**config.mk**
```make
export PLATFORM = sky130hd
export DESIGN_NAME = regfile_wr_arbiter
export DESIGN_NICKNAME = d
export VERILOG_FILES = /design/src/rtl/regfile_wr_arbiter.sv
export SDC_FILE = /design/constraint.sdc
export NUM_CORES = 1
export LEC_CHECK = 0
export ABC_CLOCK_PERIOD_IN_PS = 2700
export CAP_MARGIN = 0
export CELL_PAD_IN_SITES_DETAIL_PLACEMENT = 1
export CELL_PAD_IN_SITES_GLOBAL_PLACEMENT = 1
export CORE_MARGIN = 2
export CORE_UTILIZATION = 32
export CTS_CLUSTER_DIAMETER = 80
export DETAILED_ROUTE_END_ITERATION = 8
export PLACE_DENSITY_LB_ADDON = 0.1
export SYNTH_ARGS = -nofsm -noshare
export SYNTH_HDL_FRONTEND = slang
export SYNTH_SLANG_ARGS = --single-unit
```
**constraint.sdc**
```tcl
create_clock -name clk -period 2.7 [get_ports clk]
set_input_delay 0.27 -clock clk [delete_from_list [all_inputs] [get_ports clk]]
set_output_delay 0.27 -clock clk [all_outputs]
set_load 0.03 [all_outputs]
```
**src/rtl/regfile_wr_arbiter.sv**
```systemverilog
// Single write port of the register file: zero-clears every register after reset,
// then round-robin arbitrates two valid/ready requesters. Optional: REGFILE_ARB_R0_PROTECT_EN.
module regfile_wr_arbiter #(
  parameter int unsigned NUM_REGS = 16,
  parameter int unsigned ADDR_W   = 4,
  parameter int unsigned DATA_W   = 16
) (
  input  logic              clk,
  input  logic              rst_n,
  input  logic              req0_valid,
  input  logic [ADDR_W-1:0] req0_addr,
  input  logic [DATA_W-1:0] req0_data,
  output logic              req0_ready,
  input  logic              req1_valid,
  input  logic [ADDR_W-1:0] req1_addr,
  input  logic [DATA_W-1:0] req1_data,
  output logic              req1_ready,
  output logic              rf_wen,
  output logic [ADDR_W-1:0] rf_waddr,
  output logic [DATA_W-1:0] rf_wdata,
  output logic              init_done
);

  localparam logic [ADDR_W-1:0] LAST_ADDR = ADDR_W'(NUM_REGS - 1);

  typedef enum logic {
    INIT = 1'b0,
    ARB  = 1'b1
  } state_t;

  state_t            state;
  logic [ADDR_W-1:0] cnt;
  logic              rr_ptr;

  logic              gnt0;
  logic              gnt1;
  logic              both_valid;
  logic [ADDR_W-1:0] win_addr;
  logic [DATA_W-1:0] win_data;
  logic              wr_ok;

  // Grant: a lone requester always wins; on contention rr_ptr picks (0 -> req0).
  always_comb begin
    gnt0       = 1'b0;
    gnt1       = 1'b0;
    both_valid = req0_valid && req1_valid;
    if (state == ARB) begin
      if (both_valid) begin
        gnt0 = ~rr_ptr;
        gnt1 = rr_ptr;
      end else begin
        gnt0 = req0_valid;
        gnt1 = req1_valid;
      end
    end
  end

  assign req0_ready = gnt0;
  assign req1_ready = gnt1;

  always_comb begin
    win_addr = req0_addr;
    win_data = req0_data;
    if (gnt1) begin
      win_addr = req1_addr;
      win_data = req1_data;
    end
  end

`ifdef REGFILE_ARB_R0_PROTECT_EN
  // Register 0 is hardwired zero: accepted writes to it are dropped.
  assign wr_ok = (win_addr != '0);
`else
  assign wr_ok = 1'b1;
`endif

  always_ff @(posedge clk) begin
    if (!rst_n) begin
      state     <= INIT;
      cnt       <= '0;
      rr_ptr    <= 1'b0;
      rf_wen    <= 1'b0;
      rf_waddr  <= '0;
      rf_wdata  <= '0;
      init_done <= 1'b0;
    end else begin
      case (state)
        INIT: begin
          rf_wen   <= 1'b1;
          rf_waddr <= cnt;
          rf_wdata <= '0;
          cnt      <= cnt + ADDR_W'(1);
          if (cnt == LAST_ADDR) begin
            state     <= ARB;
            init_done <= 1'b1;
          end
        end
        ARB: begin
          if (gnt0 || gnt1) begin
            rf_wen <= wr_ok;
            if (wr_ok) begin
              rf_waddr <= win_addr;
              rf_wdata <= win_data;
            end
            // Fairness only shifts when the loser actually had to wait.
            if (both_valid) begin
              rr_ptr <= ~rr_ptr;
            end
          end else begin
            rf_wen <= 1'b0;
          end
        end
        default: state <= INIT;
      endcase
    end
  end

endmodule

```
==> metrics.cfg <==
[clock_tree]
cts_made_buffers = 3
clock_sinks = 28
cts_resized = 0
htreeDepth = 1
cts_tree = built
insertion_delay_ns = 0.28
root_buffer = clkbuf_8
cts_hold_repair.buffers = 0
clockBufferDepth = 2
path_clk_slew_ns = 0.11
postCtsSetupRepairBufs = 0

[yosys]
mappedNetlistArea_um2 = 1506
synth_edf_count = 0
yosysWarnings = 0
yosysUniqueCellTypes = 27
avgSynthCellArea_um2 = 8.861
synth-async-reset-ratio_pct = 0
ys_ff_latch = 28
yosysSeqAreaShare_pct = 37.21
synth-simple-area-share_pct = 20.27
synth_mux_area_share_pct = 0.6645
ys.flop_type = dfxtp_1
synth_top_family_by_area = compound AO/OA/AOI/OAI gates
synth_compound_gate_area_share_pct = 28.32
synth_nets = 215
synth_xor_area_share_pct = 2.326
syn_inst = 170
synthAdderAreaFrac_pct = 0.8306

[floorplan]
die_w_um = 72.61
core.rowCount = 24
core_area_um2 = 4444
die_h_um = 72.61
dieArea_um2 = 5272
start_util_pct = 33.90
ios = 68

[detailed_routing]
drc = 0
dr_total_vias = 1469
routedWlPerCell_um = 15.73
ant_nets = 0
drt-initial-drc-count = 63
avgViaCountPerCell = 5.173
firstDrtPassIters = 4
totalWireLength_um = 4467

[sta]
final-hold-violation-count = 0
fmax_mhz = 470.7
fin_crit_sh_pct = 78.69
setup_tns_ns = 0
worst_pin_slew_ns = 0.8143
slew_headroom_pct = 45.71
fin_crit_ns = 2.125
setup_violations = 0
rsz0062_at_grt = false
finClkSkew_ns = 0.01103
slew_viol_final = 0

[setup_path]
cp_data_required_time_ns = 2.43
cp-end-kind = output pin
worstPathArrival_ns = 1.85
cp_common_cell = clkdlybuf4s50_1
critPathKind = in -> out
crit_chain = clkdlybuf4s50_1 -> and3_1 -> clkdlybuf4s50_1
critPathLaunchType = input pin
slowest_delay_ns = 0.68
slowest_stage = clkdlybuf4s50_1
crit_fanout = 9

[power_and_ir_drop]
p_leak_nw = 0.8460
peakVddDrop_mv = 0.2731
power_density_nw_per_um2 = 407.8

[hold_path]
hold_class = reg -> reg

[grt]
first_global_vias = 1568
grt_overflow = 0
grt_max_degree = 23
antenna_found_initial = 0
grt_usage_pct = 17.91
grt_pass1_wl_um = 7486

[run_status]
status = completed

[placed_design]
place_area_um2 = 2207
io_buffer_count = 67
place_inst = 280
gp_congestion = 0.7519
dpl.hpwl_um = 3282

[finish]
diodes = 0
drive_gt1_share_pct = 9.052
stdcell_count = 284
utilization_pct = 51.27
final_area_um2 = 2278
nNetsFinal = 278
synthToLayoutAreaGrowth_pct = 51.25

[flow_run]
drv_cap = 0

[cells in the final DEF (no fill, tap or decap), types with 2 or more instances in the layout]
master | netlist | layout
a2111oi_1 | 6 | 6
buf_4 | 0 | 7
dfxtp_1 | 28 | 28
nor3_1 | 4 | 4
nand2b_1 | 2 | 2
xnor2_1 | 4 | 4
nand3_1 | 2 | 2
a2111oi_2 | 10 | 10
a211oi_1 | 20 | 20
nor2b_1 | 18 | 18
a22o_1 | 4 | 4
nor2_1 | 17 | 17
inv_1 | 21 | 21
clkbuf_8 | 0 | 3
clkdlybuf4s50_1 | 0 | 66
and2_1 | 6 | 6
nand3b_1 | 4 | 4
[critical path, delay by kind of cell]
| kind | cells | cell delay (ns) |
|---|---|---|
| buffers and inverters | 2 | 1.34 |
| and+or+nand+nor | 1 | 0.24 |
[worst paths after layout]
check | from | endpoint | slack [ns] | cells past startpoint
hold reg to reg | init_done | init_done | 0.47 | 1
hold / removal | init_done | init_done | 0.47 | 1
setup reg to reg | rr_ptr | rf_wdata[13] | 0.86 | 4
setup / recovery | req1_valid | req1_ready | 0.58 | 3
[flip-flops by register name, indices dropped and copies added (netlist names)]
signal,cells
rf_waddr,4
state,1
rf_wen,1
rr_ptr,1
cnt,4
init_done,1
rf_wdata,16
[power by group]
| part | switching, W | internal, W |
|---|---|---|
| sequential | 0.00000641 | 0.000420 |
| combinational | 0.0000747 | 0.0000882 |
| clock | 0.000141 | 0.000199 |
| total | 0.000222 | 0.000707 |
[cells in the mapped netlist (all sizes together) (4+ instances only)]
library cell,instances,area [um^2]
nor2b,18,112.6
a211oi,20,150.1
inv,21,78.83
a2111oi,16,210.2
and2,6,37.54
nor3,4,20.02
dfxtp,28,560.5
nand3b,4,30.03
xnor2,4,35.03
a22o,4,35.03
clkbuf,5,18.77
buf,10,58.80
nor2,17,63.81
[per-layer routing]
layer / global-route usage [%] / wire length, um
met1: 24.62 / 2107
met3: 2.348 / 211
met4: 4.938 / 43
met5: 0 / 0
met2: 29.49 / 2104
[logic make-up (layout without fill, tap and decap cells)]
family                   after synthesis  in the layout
AO/OA/AOI/OAI                         44             44
XOR/XNOR                               4              4
adder cells (fa/ha/maj)                1              1
buffers and inverters                 36             98
flip-flops                            28             28
multiplexers                           1              1
AND/OR/NAND/NOR                       56             56
[through the flow]
stage	hold WS, ns	total power (W)	worst slack [ns]
floorplan	0.4075	0.0005103	1.314
global placement	0.4517	0.0005945	0.5350
detailed placement	0.4517	0.0005993	0.5041
CTS	0.4784	0.0009377	0.5740
global route	0.5190	0.0009783	0.5217
finish	0.4724	0.0009291	0.5755
[layout make-up]
class	count	area [um^2]
Multi-Input combinational cell	106	789.5
Fill cell	522	2166
Sequential cell	28	560.5
Tap cell	52	65.06
Timing Repair Buffer	73	713.2
Inverter	21	78.83
Clock buffer	3	41.29
Clock inverter	1	30.03
Power figures use the tool's default switching activity.
